$ cat config.mk
export PLATFORM = sky130hd
export DESIGN_NAME = serial_subtractor
export DESIGN_NICKNAME = d
export VERILOG_FILES = /design/src/rtl/serial_subtractor.sv
export SDC_FILE = /design/constraint.sdc
export NUM_CORES = 1
export LEC_CHECK = 0
export ABC_AREA = 0
export BUFFER_PORTS_ARGS = -buffer_cell sky130_fd_sc_hd__buf_2
export CAP_MARGIN = 20
export CORE_ASPECT_RATIO = 0.7
export CORE_MARGIN = 2
export CORE_UTILIZATION = 58
export DETAILED_ROUTE_END_ITERATION = 8
export PLACE_DENSITY = 0.92
export SLEW_MARGIN = 10
export SYNTH_ARGS = -nofsm -noshare
export SYNTH_HDL_FRONTEND = slang
export SYNTH_SLANG_ARGS = --single-unit
export TNS_END_PERCENT = 30
$ cat constraint.sdc
create_clock -name clk -period 2.6 [get_ports clk]
set_input_delay 0.26 -clock clk [delete_from_list [all_inputs] [get_ports clk]]
set_output_delay 0.26 -clock clk [all_outputs]
set_load 0.02 [all_outputs]
$ cat src/rtl/serial_subtractor.sv
// serial_subtractor: bit-serial two's-complement subtractor.
// Computes a - b as a + ~b + 1 through one full-adder stage and a registered
// carry, one difference bit per clock, LSB first, with a start/busy/done
// handshake. Results (diff, borrowout, overflow) hold until the next
// operation finishes.
module serial_subtractor #(
    parameter int WIDTH = 8
) (
    input  logic             clk,
    input  logic             rst_n,
    input  logic             start,
    input  logic [WIDTH-1:0] a,
    input  logic [WIDTH-1:0] b,
    output logic             busy,
    output logic             done,
    output logic [WIDTH-1:0] diff,
    output logic             borrowout,
    output logic             overflow
);

    localparam int CW = $clog2(WIDTH) + 1;
    localparam logic [CW-1:0] LAST = CW'(WIDTH - 1);

    // One-hot so busy and done come straight off a flop.
    typedef enum logic [2:0] {
        IDLE  = 3'b001,
        SHIFT = 3'b010,
        DONE  = 3'b100
    } state_t;

    state_t           state;
    state_t           state_next;

    logic [WIDTH-1:0] ra;
    logic [WIDTH-1:0] rb;
    logic [WIDTH-1:0] rd;
    logic             c;
    logic             cmsb;
    logic [CW-1:0]    cnt;

    logic             nb;
    logic             s;
    logic             c_next;
    logic             last;
    logic             accept;
    logic             cmsb_next;

    // Single full-adder slice fed by the inverted subtrahend bit.
    always_comb begin
        nb        = ~rb[0];
        s         = ra[0] ^ nb ^ c;
        c_next    = (ra[0] & nb) | (ra[0] & c) | (nb & c);
        last      = (state == SHIFT) && (cnt == LAST);
        accept    = (state != SHIFT) && start;
        // Carry into the MSB stage is the carry present while the final bit
        // is processed; the overflow flag uses it on that same edge.
        cmsb_next = last ? c : cmsb;
    end

    // State register.
    always_ff @(posedge clk or negedge rst_n) begin
        if (!rst_n) begin
            state <= IDLE;
        end else begin
            state <= state_next;
        end
    end

    // Next-state logic; DONE accepts a new start just like IDLE.
    always_comb begin
        // NOTE: default assignment first so no path leaves state_next unassigned (no latch).
        state_next = state;
        case (state)
            IDLE:    if (start) state_next = SHIFT;
            SHIFT:   if (cnt == LAST) state_next = DONE;
            DONE:    state_next = start ? SHIFT : IDLE;
            default: state_next = IDLE;
        endcase
    end

    // Handshake outputs decoded directly from the one-hot state flops.
    always_comb begin
        busy = state[1];
        done = state[2];
    end

    // Operand/result shift registers, carry, counter and held results.
    always_ff @(posedge clk or negedge rst_n) begin
        if (!rst_n) begin
            ra        <= '0;
            rb        <= '0;
            rd        <= '0;
            c         <= 1'b0;
            cmsb      <= 1'b0;
            cnt       <= '0;
            diff      <= '0;
            borrowout <= 1'b0;
            overflow  <= 1'b0;
        end else if (accept) begin
            // NOTE: non-blocking assignments so every register samples pre-edge values.
            ra  <= a;
            rb  <= b;
            c   <= 1'b1;
            cnt <= '0;
        end else if (state == SHIFT) begin
            ra   <= {1'b0, ra[WIDTH-1:1]};
            rb   <= {1'b0, rb[WIDTH-1:1]};
            rd   <= {s, rd[WIDTH-1:1]};
            c    <= c_next;
            cnt  <= cnt + 1'b1;
            cmsb <= cmsb_next;
            if (last) begin
                diff      <= {s, rd[WIDTH-1:1]};
                borrowout <= ~c_next;
                overflow  <= cmsb_next ^ c_next;
            end
        end
    end

endmodule
# Word level (Yosys, flattened, before mapping)
# Index checks and enable logic that the tools add are counted.
# classes
n_addsub,1
n_eq_ne,7
mux,13
bitwise,11
reduce_logical,6
# op_table
op,count
$mux W8,4
$pmux W3 S3,1
$mux W4,2
$mux W3,2
$add A4 B1 Y4 const B,1
$eq A4 B3 Y1 const B,1
$ne A2 B2 Y1 const B,2
$reduce_and A2 Y1,2
$and A1 B1 Y1,3
$eq A3 B1 Y1 const B,1
$eq A3 B2 Y1 const B,1
$eq A3 B3 Y1 const B,1
$mux W1,3
$ne A3 B2 Y1 const B,1
$not A1 Y1,3
$reduce_and A3 Y1,1
$xor A1 B1 Y1,3
$logic_and A1 B1 Y1,2
$mux W2,1
$or A1 B1 Y1,2
$reduce_bool A2 Y1,1
# totals
reg_bits,43
input_bits,19
output_inout_bits,12

# Longest topological paths before layout
# Gate-level depths: netlist of the first run.
# logic_depth
word_depth,6
depth_mapped,5

# Worst setup path before layout of the first run
# No wires, ideal clock.
# synth_timing
path_type,flip-flop to flip-flop
from,reg state[2]
to,reg diff[7]
arrival_time_ps,1559
required_ps,2473
slack_ps,913
stages_incl_launch_ff,6
n_path_buf,2
cell_sequence,dfrtp_1 -> or3b_1 -> buf_4 -> nor2_8 -> buf_12 -> mux2_1
# synth_via
elab_chain_cells,4
word_cells_on_any_way,6
cone_classes,eq/ne: 2; bitwise: 1; reduce/logical: 3
# synth_rtl
element,line_no,source
"start, declared",31,state_t state;
"start signal, assigned",65,state <= state_next;
$ne A3 B2 Y1,54,accept = (state != SHIFT) && start;
$logic_and A1 B1 Y1,54,
$not A1 Y1 (no line),--,
$reduce_and A3 Y1 (no line) *,--,
"end signal, assigned",113,"diff <= {s, rd[WIDTH-1:1]};"
"end, declared",16,"output logic [WIDTH-1:0] diff,"
# Every way passes the cells marked *; elsewhere a longest branch is shown, timed or not.
# A chain may end at the register's enable or synchronous reset.

# Worst setup path after layout of the first run
# layout_timing
from,reg state[2]
to,reg diff[0]
# Same word-level chain as after synthesis.

==> flow_summary.json, run 1 <==
{
  "status": "finished, final reports clean",
  "antenna_cells": 0,
  "drc": 0,
  "ios": 31,
  "cp_top_family": "simple AND/OR/NAND/NOR gates",
  "arrival_ps": 2090,
  "skew_ps": 12.50,
  "place_hpwl_um": 2339,
  "numCtsBuffers": 5,
  "cts_buffer_depth": 2,
  "cts_tree": "yes",
  "setup.worst_path.start_class": "flop",
  "via_count": 1258,
  "grt_pass1_vias": 1296,
  "maxSlewHeadroom_pct": 40.51,
  "hold_viol_final": 0,
  "reg2regPathDepth": 3,
  "layout-drive-gt1-share_pct": 22.75,
  "syn_inst": 158,
  "synth_top_family_by_area": "multiplexers",
  "num-fill-cells": 184,
  "yosysUniqueCellTypes": 28,
  "synth_seq_cells": 41,
  "netlist_area_mm2": 0.001792,
  "start_util_pct": 62.59,
  "num-nets-final": 209,
  "grt_max_degree": 42,
  "placed_cell_area_mm2": 0.001952,
  "instances_no_fill": 225,
  "grt_pass1_wl_um": 6141,
  "syn_avg_cell_area_um2": 11.34,
  "antenna_found_initial": 0,
  "synth_top_area_cell": "dfrtp_1",
  "dr.first_iter.drc_count": 100,
  "synth_fa_ha_area_share_pct": 1.816,
  "cts_root_buf": "clkbuf_8",
  "syn_to_final_growth_pct": 15.64,
  "crit_path_end_kind": "flop",
  "synth_nets": 179,
  "max_slew.worst_pin.slew_ps": 892.4,
  "path_cells": "or3b_1 -> nor2_8 -> mux2_1",
  "power_density_mw_per_mm2": 939.6,
  "gr-usage-all-layers_pct": 22.88,
  "path_max_fanout": 16,
  "cp_num_cells": 3,
  "async_flop_share_pct": 100.0,
  "first_pass_iters": 5,
  "timing.hold.ws_ps": 85.36,
  "synth_xor_xnor_area_share_pct": 0.9777,
  "ys_seq_area_share_pct": 57.33,
  "fmax_mhz": 522.0,
  "hold_class": "in2async",
  "ctsHtreeMaxLevel": 2,
  "synth_warnings": 0,
  "p_total_mw": 1.947,
  "synth.area.top_cells": "dfrtp_1 (56%), mux2i_1 (10%), nand2_1 (8.4%), mux2_1 (5.7%), o21ai_0 (4.7%)",
  "drtAntennaViolNets": 0,
  "io_buffers": 30,
  "yosys.area_share.simple_pct": 13.83,
  "design_area_mm2": 0.002072,
  "worst-setup-path-type": "reg2reg",
  "drv_cap": 0,
  "yosysTopAreaCellShare_pct": 55.87,
  "min_period_ps": 1916,
  "slew_viol_final": 0,
  "die_h_um": 50.50,
  "cts_setup_buffers": 0,
  "worstSkewPairLatency_ps": 300,
  "synth-edff-count": 0,
  "die_width_um": 70.43,
  "required_ps": 2770,
  "gp_congestion": 0.7806,
  "numClockSinks": 41,
  "p_leak_nw": 1.078,
  "clk_pin_slew_ps": 70,
  "tns_ps": 0,
  "cts_hold_buf": 0,
  "gr-total-overflow": 0,
  "rows": 16,
  "slowest_stage": "or3b_1",
  "critPathMaxStageDelay_ps": 680,
  "post_drt_via_cell_ratio": 5.591,
  "dieArea_mm2": 0.003557,
  "dp.cells": 217,
  "wire_per_inst_um": 15.74,
  "synth-compound-area-share_pct": 7.053,
  "ys.flop_type": "dfrtp_1",
  "finalCritPeriodShare_pct": 73.68,
  "cts-resized-gates": 0,
  "critical_path_buf_inv_count": 0,
  "rsz0062_at_grt": "false",
  "wl_um": 3541,
  "synth_mux_area_share_pct": 15.71,
  "ir_drop_v": 0.0005170,
  "core_mm2": 0.002863,
  "setup_viol": 0
}
[state kept, by name (all words and copies together), names as in the netlist]
signal	count
diff	8
ra	8
rb	8
rd	7
cnt	4
state	3
borrowout	1
c	1
overflow	1
[kinds of logic (layout without fill, tap and decap cells)]
family / Yosys count / after routing
adder cells (fa/ha/maj): 2 / 2
XOR/XNOR: 2 / 2
flip-flops: 41 / 41
AO/OA/AOI/OAI: 23 / 23
multiplexers: 27 / 27
AND/OR/NAND/NOR: 53 / 53
buffers and inverters: 10 / 41
[synthesized netlist by cell type (2+ instances only)]
cell,count
dfrtp_1,40
xor2_1,2
nand2_1,40
o21ai_0,17
nor2b_1,2
o21ai_1,2
mux2i_1,18
nand3b_1,4
clkbuf_1,5
nor2_1,2
mux2_1,9
[final timing paths]
| kind | start | endpoint | slack (ps) |
|---|---|---|---|
| min in group clk | b[7] | rb[7] | 220 |
| worst min-delay path | rst_n | ra[5] | 90 |
| worst max register to register | state[2] | diff[0] | 680 |
| worst min register to register | ra[3] | ra[2] | 480 |
| max in group asynchronous | rst_n | diff[2] | 1950 |
| worst max-delay path | state[2] | diff[0] | 680 |
[cell type report]
class,count,area (um2),share of cell area [%]
clock inverters,2,37.54,1.812
flip-flops and latches,41,1027,49.58
multi-input cells,107,710.7,34.30
well taps,36,45.04,2.174
clock buffers,6,82.58,3.986
repair buffers,32,165.2,7.971
inverters,1,3.754,0.1812
[worst register-to-register path, cell delays in order (launching register included)]
cell and delay [ps]:
dfrtp_1 460, or3b_1 680, nor2_8 310, mux2_1 350
[cell usage in the layout (no fill, tap or decap)]
cell type   netlist  routed
xor2_1            2       2
mux2_1            9       9
o211ai_1          1       1
mux2i_1          18      18
nor2_8            1       1
bufinv_16         0       1
nand3_1           1       1
inv_1             1       1
clkbuf_8          0       6
nor2_1            2       2
o21ai_1           2       2
dfrtp_1          40      40
buf_4             1       2
nor2b_1           2       2
clkinvlp_4        0       1
o21ai_0          17      17
nand2b_1          1       1
ha_1              1       1
a22o_1            1       1
dfstp_2           1       1
buf_2             1      30
or3b_1            1       1
fa_1              1       1
o21a_1            1       1
nand3b_1          4       4
o31ai_1           1       1
nand2_1          40      40
nor3b_2           0       1
[power by group]
group	switching (mW)	internal [mW]	leakage (nW)
sequential	0.143	0.835	0.525
clock	0.224	0.312	0.0574
combinational	0.257	0.175	0.495
[through the flow]
step	worst slack, ps	util (%)
2_1_floorplan	913.5	-
3_3_place_gp	785.4	68.18
3_5_place_dp	718.7	68.18
4_1_cts	708.5	72.38
5_1_grt	609.7	72.38
6_report	684.4	72.38
[metal layers]
metal,vias to the layer above,wire length (um),part of all wire [%],track usage (%)
li1,594,-,-,-
met1,623,1567,44,27.75
met2,31,1757,50,38.68
met3,10,157,4.4,7.430
met4,0,57,1.6,8.333
met5,-,0,0,0
(Power assumes the default switching activity.)
==> run 2, diff against run 1 <==
- CORE_UTILIZATION: 58 -> 54
- PLACE_DENSITY: 0.92 -> 0.87
- clock period: 2.6 -> 2 ns (I/O delays scaled with it)
==> run 2 against run 1 <==
Effect of this change:
- wire length fell by 10%
- total power rose by 19%
- clock skew is 2.5 ps lower
- combinational power rose by 27%
- cell area fell by 1.3%
- sequential power grew 29%
- first-iteration DRC count down 21%
- clock-buffer cell count unchanged
- die area increased by 6.9%
- setup slack lost 320 ps
- flip-flop and latch count did not move
- sequential share of layout area grew 0.67 points
==> flow_summary.json, run 2 (synthesis gave the netlist of run 1 again) <==
{
  "post_drt_via_cell_ratio": 5.316,
  "cts_hold_buf": 0,
  "place_hpwl_um": 2219,
  "tns_ps": 0,
  "antenna_cells": 0,
  "maxSlewHeadroom_pct": 41.44,
  "p_total_mw": 2.326,
  "design_area_mm2": 0.002044,
  "gr-total-overflow": 0,
  "cts_buffer_depth": 2,
  "use_met2_pct": 32.73,
  "finalCritPeriodShare_pct": 81.96,
  "register_area_mm2": 0.001027,
  "hold_viol_final": 0,
  "min_period_ps": 1639,
  "setup_viol": 0,
  "worstSkewPairLatency_ps": 290,
  "numClockSinks": 41,
  "rsz0062_at_grt": "false",
  "fin_ws_ps": 360.8,
  "critPathMaxStageDelay_ps": 480,
  "path_cells": "or3b_1 -> nor2_8 -> mux2_1",
  "power_density_mw_per_mm2": 1138,
  "setup.worst_path.start_class": "flop",
  "wire_per_inst_um": 13.96,
  "dp.cells": 220,
  "ir_drop_v": 0.0005749,
  "largestRegisters": "diff (8), ra (8), rb (8)",
  "clk_pin_slew_ps": 80,
  "use_met1_pct": 24.36,
  "worst-setup-path-type": "reg2reg",
  "hold_class": "in2async",
  "place_worst_setup_slack_ps": 379.1,
  "die_width_um": 72.85,
  "drc": 0,
  "drtAntennaViolNets": 0,
  "final_cell_mix": "nand2_1 (40), dfrtp_1 (40), buf_2 (30)",
  "num-nets-final": 210,
  "wl_um": 3182,
  "slew_viol_final": 0,
  "die_h_um": 52.20,
  "numCtsBuffers": 5,
  "dr.first_iter.drc_count": 79,
  "via_count": 1212,
  "core_mm2": 0.003169,
  "ios": 31,
  "gp_congestion": 0.7380,
  "start_util_pct": 56.53,
  "grt_pass1_vias": 1232,
  "final_core_util_pct": 64.51,
  "num-fill-cells": 236,
  "drv_cap": 0,
  "required_ps": 2170,
  "antenna_found_initial": 0,
  "crit_path_end_kind": "flop",
  "cts-resized-gates": 0,
  "skew_ps": 10.01,
  "first_pass_iters": 4,
  "fmax_mhz": 610.1,
  "syn_to_final_growth_pct": 14.11,
  "p_leak_nw": 1.069,
  "slowest_stage": "or3b_1",
  "timing.hold.ws_ps": 22.69,
  "io_buffers": 30,
  "busiest_layer": "met2",
  "placed_cell_area_mm2": 0.001962,
  "grt_max_degree": 43,
  "dieArea_mm2": 0.003802,
  "cts_setup_buffers": 0,
  "gr-usage-all-layers_pct": 19.47,
  "arrival_ps": 1800,
  "cts_root_buf": "clkbuf_8",
  "status": "finished, final reports clean",
  "layout-drive-gt1-share_pct": 22.63,
  "multi_input_area_um2": 710.7,
  "max_slew.worst_pin.slew_ps": 878.4,
  "gr-usage-met3_pct": 4.615,
  "ctsHtreeMaxLevel": 2,
  "instances_no_fill": 228,
  "path_max_fanout": 10,
  "cts_tree": "yes",
  "rows": 17,
  "grt_pass1_wl_um": 5471
}
run 2: final cells by class:
class | count | area share [%]
clock buffers | 6 | 3.550
clock inverters | 2 | 0.4896
inverters | 1 | 0.1836
multi-input cells | 107 | 34.76
flip-flops and latches | 41 | 50.25
well taps | 38 | 2.326
repair buffers | 33 | 8.446
run 2: per-layer routing:
metal  routed length [um]  up-vias  share of wire, %
met2                 1662       18                52
met5                    0        -                 0
met4                   54        0               1.7
li1                     -      590                 -
met1                 1369      597                43
met3                   95        7               3.0
run 2: path summary, 6_finish.rpt:
kind | endpoint | slack, ps | depth (start not counted) | from
setup / recovery | diff[6] | 360 | 3 | state[2]
hold / removal | diff[3] | 20 | 1 | rst_n
setup reg to reg | diff[6] | 360 | 3 | state[2]
hold reg to reg | diff[4] | 480 | 1 | diff[4]
max in group asynchronous | rb[5] | 1420 | 1 | rst_n
min in group clk | ra[7] | 150 | 3 | a[7]
run 2: power by group:
part / internal (mW) / leakage (nW) / switching (mW)
Clock: 0.242 / 0.0450 / 0.274
Combinational: 0.227 / 0.499 / 0.320
Sequential: 1.09 / 0.525 / 0.177
run 2: worst max-delay path, delay by kind of cell (launching register included):
kind	cells	cell delay, ps
flops	1	440
mux	1	350
simple gates	2	710
